--- src/rtl/mips_div_pkg.sv ---
// Shared types and constants for the MIPS DIV/DIVU unit.
package mips_div_pkg;

   localparam int XLEN_DEF = 32;
   localparam int CNT_W = $clog2(XLEN_DEF);
   localparam logic [XLEN_DEF-1:0] DIV_ZERO_LO = {XLEN_DEF{1'b1}};

   typedef enum logic [1:0] {
      S_IDLE = 2'd0,
      S_RUN  = 2'd1,
      S_FIX  = 2'd2,
      S_DONE = 2'd3
   } div_state_e;

endpackage

--- src/rtl/mips_div_step.sv ---
// One restoring-division iteration: shift {rem,quo} left, trial-subtract, pick quotient bit.
import mips_div_pkg::*;

module mips_div_step #(
   parameter int XLEN = XLEN_DEF
) (
   input  logic [XLEN-1:0] rem_i,
   input  logic [XLEN-1:0] quo_i,
   input  logic [XLEN-1:0] dsor_i,
   output logic [XLEN-1:0] rem_o,
   output logic [XLEN-1:0] quo_o
);

   logic [XLEN:0]   shifted_s;
   logic [XLEN-1:0] diff_s;

   // Shifted partial remainder keeps its carry bit so the compare never wraps.
   always_comb begin
      shifted_s = {rem_i, quo_i[XLEN-1]};
      diff_s    = shifted_s[XLEN-1:0] - dsor_i;
      if (shifted_s >= {1'b0, dsor_i}) begin
         rem_o = diff_s;
         quo_o = {quo_i[XLEN-2:0], 1'b1};
      end else begin
         rem_o = shifted_s[XLEN-1:0];
         quo_o = {quo_i[XLEN-2:0], 1'b0};
      end
   end

endmodule

--- src/rtl/mips_div_unit.sv ---
// Iterative MIPS DIV/DIVU unit owning HI/LO.
// Build option: MIPS_DIV_ZERO_FLAG_EN adds the div_by_zero output.
import mips_div_pkg::*;

module mips_div_unit #(
   parameter int XLEN = XLEN_DEF
) (
   input  logic            clk,
   input  logic            rst,
   input  logic            start,
   input  logic            is_signed,
   input  logic [XLEN-1:0] dividend,
   input  logic [XLEN-1:0] divisor,
   input  logic            hi_we,
   input  logic            lo_we,
   input  logic [XLEN-1:0] wdata,
   output logic            busy,
   output logic            done,
   output logic [XLEN-1:0] hi,
   output logic [XLEN-1:0] lo
`ifdef MIPS_DIV_ZERO_FLAG_EN
   ,
   output logic            div_by_zero
`endif
);

   localparam int CW = (XLEN == XLEN_DEF) ? CNT_W : $clog2(XLEN);
   localparam logic [XLEN-1:0] ZERO_LO = {XLEN{DIV_ZERO_LO[0]}};
   localparam logic [CW-1:0]   LAST_CNT = CW'(XLEN - 1);

   div_state_e      state_q;
   logic [CW-1:0]   cnt_q;
   logic [XLEN-1:0] rem_q, quo_q, dsor_q, dvd_raw_q;
   logic [XLEN-1:0] hi_q, lo_q;
   logic            qneg_q, rneg_q, zero_q;
   logic            busy_q, done_q, dbz_q;

   logic [XLEN-1:0] dvd_mag_d, dsor_mag_d, quo_fix_d, rem_fix_d;
   logic [XLEN-1:0] step_rem_s, step_quo_s;

   mips_div_step #(.XLEN(XLEN)) u_step (
      .rem_i  (rem_q),
      .quo_i  (quo_q),
      .dsor_i (dsor_q),
      .rem_o  (step_rem_s),
      .quo_o  (step_quo_s)
   );

   // Operand magnitudes at start and sign/zero fix-up of the final result.
   always_comb begin
      dvd_mag_d  = (is_signed && dividend[XLEN-1]) ? -dividend : dividend;
      dsor_mag_d = (is_signed && divisor[XLEN-1])  ? -divisor  : divisor;
      if (zero_q) begin
         quo_fix_d = ZERO_LO;
         rem_fix_d = dvd_raw_q;
      end else begin
         quo_fix_d = qneg_q ? -quo_q : quo_q;
         rem_fix_d = rneg_q ? -rem_q : rem_q;
      end
   end

   // Control FSM, iteration datapath and architectural HI/LO.
   always_ff @(posedge clk) begin
      if (rst) begin
         state_q   <= S_IDLE;
         cnt_q     <= '0;
         rem_q     <= '0;
         quo_q     <= '0;
         dsor_q    <= '0;
         dvd_raw_q <= '0;
         qneg_q    <= 1'b0;
         rneg_q    <= 1'b0;
         zero_q    <= 1'b0;
         hi_q      <= '0;
         lo_q      <= '0;
         busy_q    <= 1'b0;
         done_q    <= 1'b0;
         dbz_q     <= 1'b0;
      end else begin
         done_q <= 1'b0;
         case (state_q)
            S_IDLE: begin
               if (hi_we) begin
                  hi_q <= wdata;
               end
               if (lo_we) begin
                  lo_q <= wdata;
               end
               if (start) begin
                  state_q   <= S_RUN;
                  busy_q    <= 1'b1;
                  cnt_q     <= '0;
                  rem_q     <= '0;
                  quo_q     <= dvd_mag_d;
                  dsor_q    <= dsor_mag_d;
                  dvd_raw_q <= dividend;
                  qneg_q    <= is_signed & (dividend[XLEN-1] ^ divisor[XLEN-1]);
                  rneg_q    <= is_signed & dividend[XLEN-1];
                  zero_q    <= (divisor == '0);
               end
            end
            S_RUN: begin
               rem_q <= step_rem_s;
               quo_q <= step_quo_s;
               cnt_q <= cnt_q + CW'(1);
               if (cnt_q == LAST_CNT) begin
                  state_q <= S_FIX;
               end
            end
            S_FIX: begin
               lo_q    <= quo_fix_d;
               hi_q    <= rem_fix_d;
               dbz_q   <= zero_q;
               done_q  <= 1'b1;
               state_q <= S_DONE;
            end
            S_DONE: begin
               busy_q  <= 1'b0;
               state_q <= S_IDLE;
            end
            default: begin
               busy_q  <= 1'b0;
               state_q <= S_IDLE;
            end
         endcase
      end
   end

   assign busy = busy_q;
   assign done = done_q;
   assign hi   = hi_q;
   assign lo   = lo_q;

`ifdef MIPS_DIV_ZERO_FLAG_EN
   assign div_by_zero = dbz_q;
`else
   logic unused_dbz_s;
   assign unused_dbz_s = dbz_q;
`endif

endmodule

--- config.mk ---
export PLATFORM = sky130hd
export DESIGN_NAME = mips_div_unit
export DESIGN_NICKNAME = d
export VERILOG_FILES = /design/src/rtl/mips_div_pkg.sv /design/src/rtl/mips_div_step.sv /design/src/rtl/mips_div_unit.sv
export SDC_FILE = /design/constraint.sdc
export NUM_CORES = 1
export LEC_CHECK = 0
export ABC_AREA = 1
export CORE_ASPECT_RATIO = 1.25
export CORE_MARGIN = 8
export CORE_UTILIZATION = 30
export CTS_CLUSTER_SIZE = 10
export DETAILED_ROUTE_END_ITERATION = 12
export DONT_BUFFER_PORTS = 1
export HOLD_SLACK_MARGIN = 0.06
export PLACE_DENSITY = 0.55
export SETUP_SLACK_MARGIN = 0.4
export SLEW_MARGIN = 10
export SYNTH_ARGS = -nofsm -noshare
export SYNTH_HDL_FRONTEND = slang
export SYNTH_SLANG_ARGS = --single-unit
--- constraint.sdc ---
create_clock -name clk -period 3.1 [get_ports clk]
set_clock_uncertainty 0.2 [all_clocks]
set_input_delay 0.465 -clock clk [delete_from_list [all_inputs] [get_ports clk]]
set_output_delay 0.465 -clock clk [all_outputs]
set_load 0.02 [all_outputs]
# --- After elaboration in Yosys (flattened, before gate mapping) ---
# Cells that the tools add are included.
# W data, S select, Z words.
totals:
  memories: 0
  wordCells: 68
  latchBits: 0
  output_inout_bits: 66
  ff_bits: 204
  rom_bits: 0
  ramBits: 0
  inputBits: 102
op_classes:
  mul: 0
  reduce_logical: 13
  mux: 24
  order_cmp: 1
  bitwise_logic: 3
  shifts: 0
  div: 0
  n_eq_ne: 8
  addsub: 6
ops:
  columns: ["operator", "count"]
  rows:
  - ["$mux W32", 11]
  - ["$pmux W32 S2", 4]
  - ["$neg A32 Y32", 4]
  - ["$ge A33 B32 Y1", 1]
  - ["$logic_not A32 Y1", 1]
  - ["$sub A32 B32 Y32", 1]
  - ["$reduce_and A2 Y1", 6]
  - ["$pmux W5 S2", 1]
  - ["$ne A2 B2 Y1 const B", 4]
  - ["$pmux W2 S4", 1]
  - ["$reduce_bool A2 Y1", 3]
  - ["$add A5 B1 Y5 const B", 1]
  - ["$eq A5 B5 Y1 const B", 1]
  - ["$mux W5", 1]
  - ["$eq A2 B2 Y1 const B", 2]
  - ["$mux W2", 2]
  - ["$mux W1", 3]
  - ["$and A1 B1 Y1", 2]
  - ["$eq A2 B1 Y1 const B", 1]
  - ["$logic_and A1 B1 Y1", 2]
  - ["$logic_not A2 Y1", 1]
  - ["$pmux W1 S2", 1]
  - ["$xor A1 B1 Y1", 1]

# --- Longest topological paths before layout ---
# Gate-level depths: netlist (run 1).
logic_depth:
  word_depth: 4
  depth_mapped: 17

# --- By module ---
# From an unflattened synthesis (run 1), not the netlist that was laid out.
hier_totals:
  hier_cells: 2672
  hier_area_um2: 15768.9
by_module_without_submodules:
  columns: ["module", "cells_per_inst", "instances", "area_per_inst_um2"]
  rows:
  - ["mips_div_unit", 1991, 1, 12349.3]
  - ["mips_div_step", 681, 1, 3419.5]

# --- Least setup slack after synthesis (run 1) ---
# OpenSTA, ideal clock, no wires.
synth_path:
  path_kind: "reg2reg"
  from: "reg rem_q[22]"
  to: "reg rem_q[30]"
  path_slack_ns: 0.960
  synth_period_minus_slack_ns: 2.140
  t_required_ns: 2.765
  arrival_ns: 1.805
  path_stages_with_launch: 15
  path_cell_list: "dfxtp_1 -> ha_1 -> nand2_2 -> inv_2 -> a21oi_2 -> nand2_1 -> nand2_1 -> nand2_1 -> nor2_4 -> buf_6 -> nand3_2 -> nand2_1 -> clkinv_1 -> nand2_1 -> a21oi_2"
synth_between:
  elab_chain_len: 3
  word_cells_on_any_way: 4
  classes_between: "add/sub: 1; order compare: 1; mux: 2"
synth_lines:
  columns: ["element", "line_no", "rtl"]
  rows:
  - ["start, declared", "mips_div_unit.sv:33", "logic [XLEN-1:0] rem_q, quo_q, dsor_q, dvd_raw_q;"]
  - ["start signal, assigned", "mips_div_unit.sv:103", "rem_q <= step_rem_s;"]
  - ["$sub A32 B32 Y32 / $ge A33 B32 Y1 (equally long branches)", "mips_div_step.sv:20, mips_div_step.sv:21", null]
  - ["$mux W32 (*)", "mips_div_step.sv:21", "if (shifted_s >= {1'b0, dsor_i}) begin"]
  - ["$pmux W32 S2 (*)", "mips_div_unit.sv:81", "case (state_q)"]
# Mark *: on every way between the ends. The rest lies on a longest branch, timed or not.
# A chain may end at the register's enable or synchronous reset.

# --- Worst setup path after layout (run 1) ---
layout_path:
  from: "in dividend[2]"
  to: "reg quo_q[16]"
layout_between:
  elab_chain_len: 4
layout_lines:
  columns: ["element", "line_no", "rtl"]
  rows:
  - ["start, declared", "mips_div_unit.sv:12", "input logic [XLEN-1:0] dividend,"]
  - ["$neg A32 Y32", "mips_div_unit.sv:51", "dvd_mag_d = (is_signed && dividend[XLEN-1]) ? -dividend : dividend;"]
  - ["$mux W32", "mips_div_unit.sv:51", null]
  - ["$mux W32", "mips_div_unit.sv:89", "if (start) begin"]
  - ["$pmux W32 S2", "mips_div_unit.sv:81", null]
  - ["end signal, assigned", "mips_div_unit.sv:94", "quo_q <= dvd_mag_d;"]
  - ["end signal, assigned", "mips_div_unit.sv:104", "quo_q <= step_quo_s;"]
  - ["end, declared", "mips_div_unit.sv:33", null]
# Every way passes these cells. The select of a mux whose other input is x is not followed.

==> flow_summary.ini, run 1 <==
[clock_tree]
clk_pin_slew_ns = 0.06
cts_tree = built
cts_buffer_depth = 3
cts_made_buffers = 26
clock_latency_ns = 0.54
clkSinkCount = 204
root_buffer = clkbuf_16
cts-htree-levels = 1

[final_layout]
layout_common_cells = nand2_1 (589), inv_1 (303), nor2_1 (271)
final_cell_area_um2 = 17800
nNetsFinal = 2727
multi_input_area_um2 = 9180
final_cells = 3246
fin_util_pct = 36.2
syn_to_final_growth_pct = 19.6
seqCellArea_um2 = 4090
drive_gt1_share_pct = 6.33
layout.cells.most_common = nand2_1
n_fill_cell = 5494

[routing]
avgViaCountPerCell = 5.23
wl_per_cell_um = 20.4
vias = 17000
drcViolationCount = 0
antenna_left = 0
wl_mm = 66.4
drtIter0Drc = 1156
first_pass_iters = 6

[worst_hold_path]
holdCritPathClass = in -> reg
hold_start = divisor[16]

[power_and_ir_drop]
clockPowerShare_pct = 17.9
power.share.sequential_pct = 30.1
powerDensity_nw_per_um2 = 895
vdd_ir_drop_max_mv = 0.493
power.share.switching_pct = 51.0
switchingPower_mw = 8.12
p_comb_share_pct = 52.0
p_int_mw = 7.81
leakage_nw = 8.31

[die]
die_h_um = 265
rows = 91
core_area_um2 = 49200
io_pins = 168
fp.dieW_um = 215
start_util_pct = 30.3
dieArea_um2 = 57000

[setup_path]
path_max_fanout = 6
worstSetupPathType = in -> reg
cp_data_required_time_ns = 3.33
startpoint = dividend[2]
path_cells = dlygate4sd3_1, inv_2, nand3_2, nor2_2, nand3_2, o21ai_4, o21ai_0, nand2_1, nand3_1, nand2_1, a21oi_1, dlygate4sd3_1
end_kind = flop
cp-start-kind = input pin
cp.arrival_ns = 2.83
cp_slowest_cell = dlygate4sd3_1
critical-path-max-stage-delay_ns = 0.58
regToRegStartpoint = rem_q[23]$_SDFFE_PP0P_

[place]
gp_congestion = 0.950
port_buffers = 0
placed_cells = 3076
dp_hpwl_mm = 50.0
placed_area_um2 = 15600

[job]
cap_viol_max_count = 0

[grt]
grt_pass1_vias = 16600
grt_pass1_wl_mm = 99.3
grt_overflow = 0
grt_start_max_net_pins = 91
busiest_layer = met2
antenna_found_initial = 3
grt.total_usage_pct = 22.2
use_met2_pct = 40.4
gr-usage-met1_pct = 23.9
grtUsageMet3_pct = 3.34

[yosys]
synth-main-ff-cell = dfxtp_1
syn_avg_cell_area_um2 = 5.96
syn_inst = 2499
ys_seq_area_share_pct = 27.4
synth-edff-count = 0
netlist_area_um2 = 14900
synth-async-reset-ratio_pct = 0
syn_nets = 2644
ys_ff_latch = 204
synth_cell_types = 44
ys_warn_count = 0

[timing]
tightest_slew_ns = 0.774
timing.slew.headroom_pct = 47.8
clock.fmax_mhz = 384
hold_viol = 0
hold_ws_ns = 0.0734
final_max_slew_viol_count = 0
rsz0062_at_grt = yes
finalCritPeriodShare_pct = 84.0
min_period_ns = 2.60
setup_tns_ns = 0
finalSetupViolations = 0

[run_status]
status = completed
-- synthesized netlist by cell type, types with 3 or more instances --
cell type | instances | share of area, %
nor2_1 | 277 | 7.0
xnor2_1 | 18 | 1.1
nand2_2 | 8 | 0.34
a31oi_1 | 22 | 0.92
nand3b_1 | 9 | 0.45
ha_1 | 42 | 3.5
nor4_1 | 4 | 0.17
dfxtp_1 | 204 | 27
inv_1 | 312 | 7.9
nand4_1 | 30 | 1.3
inv_2 | 7 | 0.18
clkbuf_1 | 91 | 2.3
and2_1 | 4 | 0.17
buf_1 | 9 | 0.23
xor2_1 | 32 | 1.9
buf_6 | 3 | 0.23
nand2_1 | 590 | 15
buf_4 | 6 | 0.30
o211ai_1 | 29 | 1.5
nand3_1 | 207 | 7.0
o31ai_1 | 5 | 0.25
o21ai_1 | 4 | 0.13
a21oi_1 | 271 | 9.1
buf_2 | 4 | 0.13
nand3_2 | 7 | 0.47
a21oi_2 | 6 | 0.35
nor2_4 | 7 | 0.53
nor2_2 | 6 | 0.25
o21ai_0 | 222 | 7.5
nor3_1 | 38 | 1.3
clkinv_1 | 5 | 0.13
-- registers in the layout (all words and copies together) (netlist names), 2 cells and up --
signal     cells
dvd_raw_q     32
hi            32
quo_q         32
lo            32
rem_q         32
cnt_q          5
dsor_q        32
state_q        2
-- final cells by class --
class                           count  area share [%]
Inverter                          324            6.85
Clock buffer                       31            4.11
Multi-Input combinational cell   1858            51.6
Sequential cell                   204            23.0
Timing Repair Buffer              168            9.64
Tap cell                          651            4.58
Clock inverter                      6           0.169
Antenna cell                        4          0.0562
-- power by group through the flow --
stage | clock network (mW) | logic, mW | registers, mW
2_1_floorplan | 0 | 5.36 | 4.49
3_3_place_gp | 0 | 7.63 | 4.86
3_5_place_dp | 0 | 7.62 | 4.86
4_1_cts | 2.90 | 7.98 | 4.82
5_1_grt | 2.98 | 9.15 | 4.91
6_report | 2.85 | 8.28 | 4.79
-- metrics by stage --
| step | setup slack, ns | power [mW] |
|---|---|---|
| 2_1_floorplan | 0.960 | 9.85 |
| 3_3_place_gp | 0.360 | 12.5 |
| 3_5_place_dp | 0.334 | 12.5 |
| 4_1_cts | 0.400 | 15.7 |
| 5_1_grt | 0.343 | 17.0 |
| 6_report | 0.496 | 15.9 |
-- critical path, delay by kind of cell --
| kind | cells | cell delay [ns] |
|---|---|---|
| buffers and inverters | 3 | 1.24 |
| AOI/OAI and AO/OA | 3 | 0.42 |
| and+or+nand+nor | 6 | 0.71 |
-- per-layer routing --
metal / up-vias / wire, um
li1: 8328 / -
met1: 7831 / 24900
met2: 620 / 33200
met3: 186 / 3560
met4: 0 / 4680
met5: - / 0
-- cell families (layout without fill, tap and decap cells) --
family	Yosys count	after routing	synth area share [%]
compound gates	571	571	20.4
flops	204	204	27.4
simple gates	1194	1194	34.2
buf+inv	437	529	11.4
xor+xnor	50	50	2.94
other cells	0	4	0
fa+ha+maj	43	43	3.67
-- worst paths after layout --
check,to,slack [ns],cells after the start
setup / recovery,quo_q[16]$_SDFFE_PP0P_,0.50,12
hold reg to reg,dvd_raw_q[31]$_SDFFE_PP0P_,0.25,2
hold / removal,dsor_q[16]$_SDFFE_PP0P_,0.07,3
setup reg to reg,rem_q[27]$_SDFFE_PP0P_,0.56,14
-- repair_timing --
item,CTS,global route
pin swaps,0,3
buffers inserted,0,3
setup endpoints to repair,33,67
hold buffers,124,0
gates cloned,0,2
endpoints found under the hold margin,187,0
resized for setup,4,38
No activity file was read; power rests on OpenSTA's default activity.
==> run 2: changes to the inputs <==
==> constraint.sdc (replaced) <==
create_clock -name clk -period 2.5 [get_ports clk]
set_clock_uncertainty 0.2 [all_clocks]
set_input_delay 0.375 -clock clk [delete_from_list [all_inputs] [get_ports clk]]
set_output_delay 0.375 -clock clk [all_outputs]
set_load 0.02 [all_outputs]
==> run 2 against run 1 <==
  * Highest routed layer is now met5
  * Sequential cell count unchanged
  * Sequential power increased by 26%
  * Power increased by 37%
  * Largest power group unchanged
  * Non-clock buffer count increased by 88
  * Combinational power increased by 52%
  * Clock power increased by 15%
  * Sequential share of layout area decreased by 2.0 points
  * The run now ends with hold timing left
  * Critical path depth increased by 3
  * Critical path type is now reg -> reg
  * Global-route usage increased by 0.78 points
  * Routed wire length increased by 3.7%
==> flow_summary.ini, run 2 (synthesis gave the netlist of run 1 again) <==
[routing]
wl_mm = 68.8
antenna_left = 0
drtIter0Drc = 1278
avgViaCountPerCell = 5.22
vias = 17400
first_pass_iters = 5
drcViolationCount = 0
wl_per_cell_um = 20.7

[clock_tree]
clkSinkCount = 204
clock_latency_ns = 0.54
cts_made_buffers = 25
clk_pin_slew_ns = 0.06
cts-htree-levels = 1
cts_buffer_depth = 3
cts_tree = built
root_buffer = clkbuf_16
ctsHoldBuffers = 91

[worst_hold_path]
holdPathStages = 1
holdCritPathClass = in -> reg
hold_start = rst

[grt]
grt_start_max_net_pins = 85
busiest_layer = met2
antenna_found_initial = 3
use_met2_pct = 41.8
grt_pass1_wl_mm = 103
grtUsageMet3_pct = 3.18
grt_overflow = 0
grt_pass1_vias = 17300
grt.total_usage_pct = 23.0
gr-usage-met1_pct = 25.1

[place]
dp_hpwl_mm = 52.4
port_buffers = 0
gp_congestion = 1.01
pre_cts_ws_ns = -0.157

[power_and_ir_drop]
leakage_nw = 9.11
powerDensity_nw_per_um2 = 1100
vdd_ir_drop_max_mv = 0.647

[setup_path]
cp_num_cells = 15
cp-start-kind = flop
path_buf_inv = 3
cp.arrival_ns = 2.57
worstSetupPathType = reg -> reg
startpoint = dsor_q[22]$_SDFFE_PP0P_
cp_common_cell = nand2_2
path_max_fanout = 7
cp_data_required_time_ns = 2.76
regToRegStartpoint = dsor_q[22]$_SDFFE_PP0P_
cpLargestDelayFamily = simple AND/OR/NAND/NOR gates
end_kind = flop
cp_slowest_cell = dfxtp_2
critical-path-max-stage-delay_ns = 0.34
path_cells = inv_4, ha_4, nand2_2, nand2_2, a21oi_2, nand2_2, nand2_2, nand2_2, nor2_4, buf_12, nand2_8, clkbuf_16, nand2_1, nand3_1, a21oi_2
rr_worst_depth = 15

[timing]
layout_setup_ws_ns = 0.192
finalCritPeriodShare_pct = 92.3
tightest_slew_ns = 0.878
min_period_ns = 2.31
final_max_slew_viol_count = 0
hold_ws_ns = -0.299
rsz0062_at_grt = yes
hold_viol = 77
setup_tns_ns = 0
clock.fmax_mhz = 433
timing.slew.headroom_pct = 40.9
finalSetupViolations = 0

[job]
cap_viol_max_count = 0

[die]
dieArea_um2 = 57000
core_area_um2 = 49200
start_util_pct = 30.3
die_h_um = 265
io_pins = 168
rows = 91
fp.dieW_um = 215

[final_layout]
fin_util_pct = 40.3
drive_gt1_share_pct = 21.1
layout.cells.most_common = nand2_1
nNetsFinal = 2814
layout_common_cells = nand2_1 (517), inv_1 (260), a21oi_1 (248)
syn_to_final_growth_pct = 33.2

[run_status]
violations = hold timing
status = finished with violations
## run 2: cell types whose count changed in the layout (fill, tap and decap cells not counted), moves of 26 or more
cell	previous run	this run
buf_4	32	136
ha_4	0	34
ha_1	40	6
dlygate4sd3_1	123	88
inv_1	303	260
dfxtp_2	8	35
nand2_1	589	517
inv_2	14	47
nor2_1	271	245
dfxtp_1	196	162
nand3_1	204	175
nand2_2	9	57
## run 2: timing repair
action | CTS | global route
gates resized for setup | 263 | 166
setup endpoints to repair | 98 | 159
setup buffers | 39 | 21
hold endpoints to repair | 198 | 77
cloned | 3 | 3
pin swaps | 38 | 67
## run 2: final timing paths
path | to | slack [ns]
setup / recovery | rem_q[4]$_SDFFE_PP0P_ | 0.19
setup reg to reg | rem_q[4]$_SDFFE_PP0P_ | 0.19
hold reg to reg | dvd_raw_q[31]$_SDFFE_PP0P_ | 0.26
hold / removal | quo_q[8]$_SDFFE_PP0P_ | -0.30
## run 2: metal layers
metal	vias up	share of wire, %	wire length [um]
li1	8509	-	-
met1	8142	38	26300
met2	536	50	34600
met3	187	4.7	3250
met4	4	6.7	4620
met5	-	0.036	25
## run 2: power by group
group / total (mW) / internal [mW] / switching (mW) / leakage (nW)
sequential: 6.03 / 4.36 / 1.67 / 1.70
clock: 3.27 / 1.85 / 1.42 / 0.342
combinational: 12.6 / 4.66 / 7.92 / 7.07
total: 21.9 / 10.9 / 11.0 / 9.11
## run 2: layout make-up
cell class | count | area, um^2
fill | 5279 | 29400
multi-input combinational | 1858 | 10400
sequential | 204 | 4150
timing repair buffer | 256 | 2480
inverter | 324 | 1250
tap | 651 | 815
clock buffer | 30 | 664
clock inverter | 4 | 23.8
antenna | 1 | 2.50
## run 2: metrics by stage
step / area [um^2] / total power, mW / cells / hold slack [ns]
floorplan: 15000 / 12.3 / 2499 / 0.230
global placement: 16200 / 16.1 / 3136 / 0.244
detailed placement: 16200 / 16.1 / 3136 / 0.250
CTS: 19100 / 21.0 / 3303 / -0.311
global route: 19800 / 23.3 / 3328 / -0.312
finish: 19800 / 21.9 / 3328 / -0.299
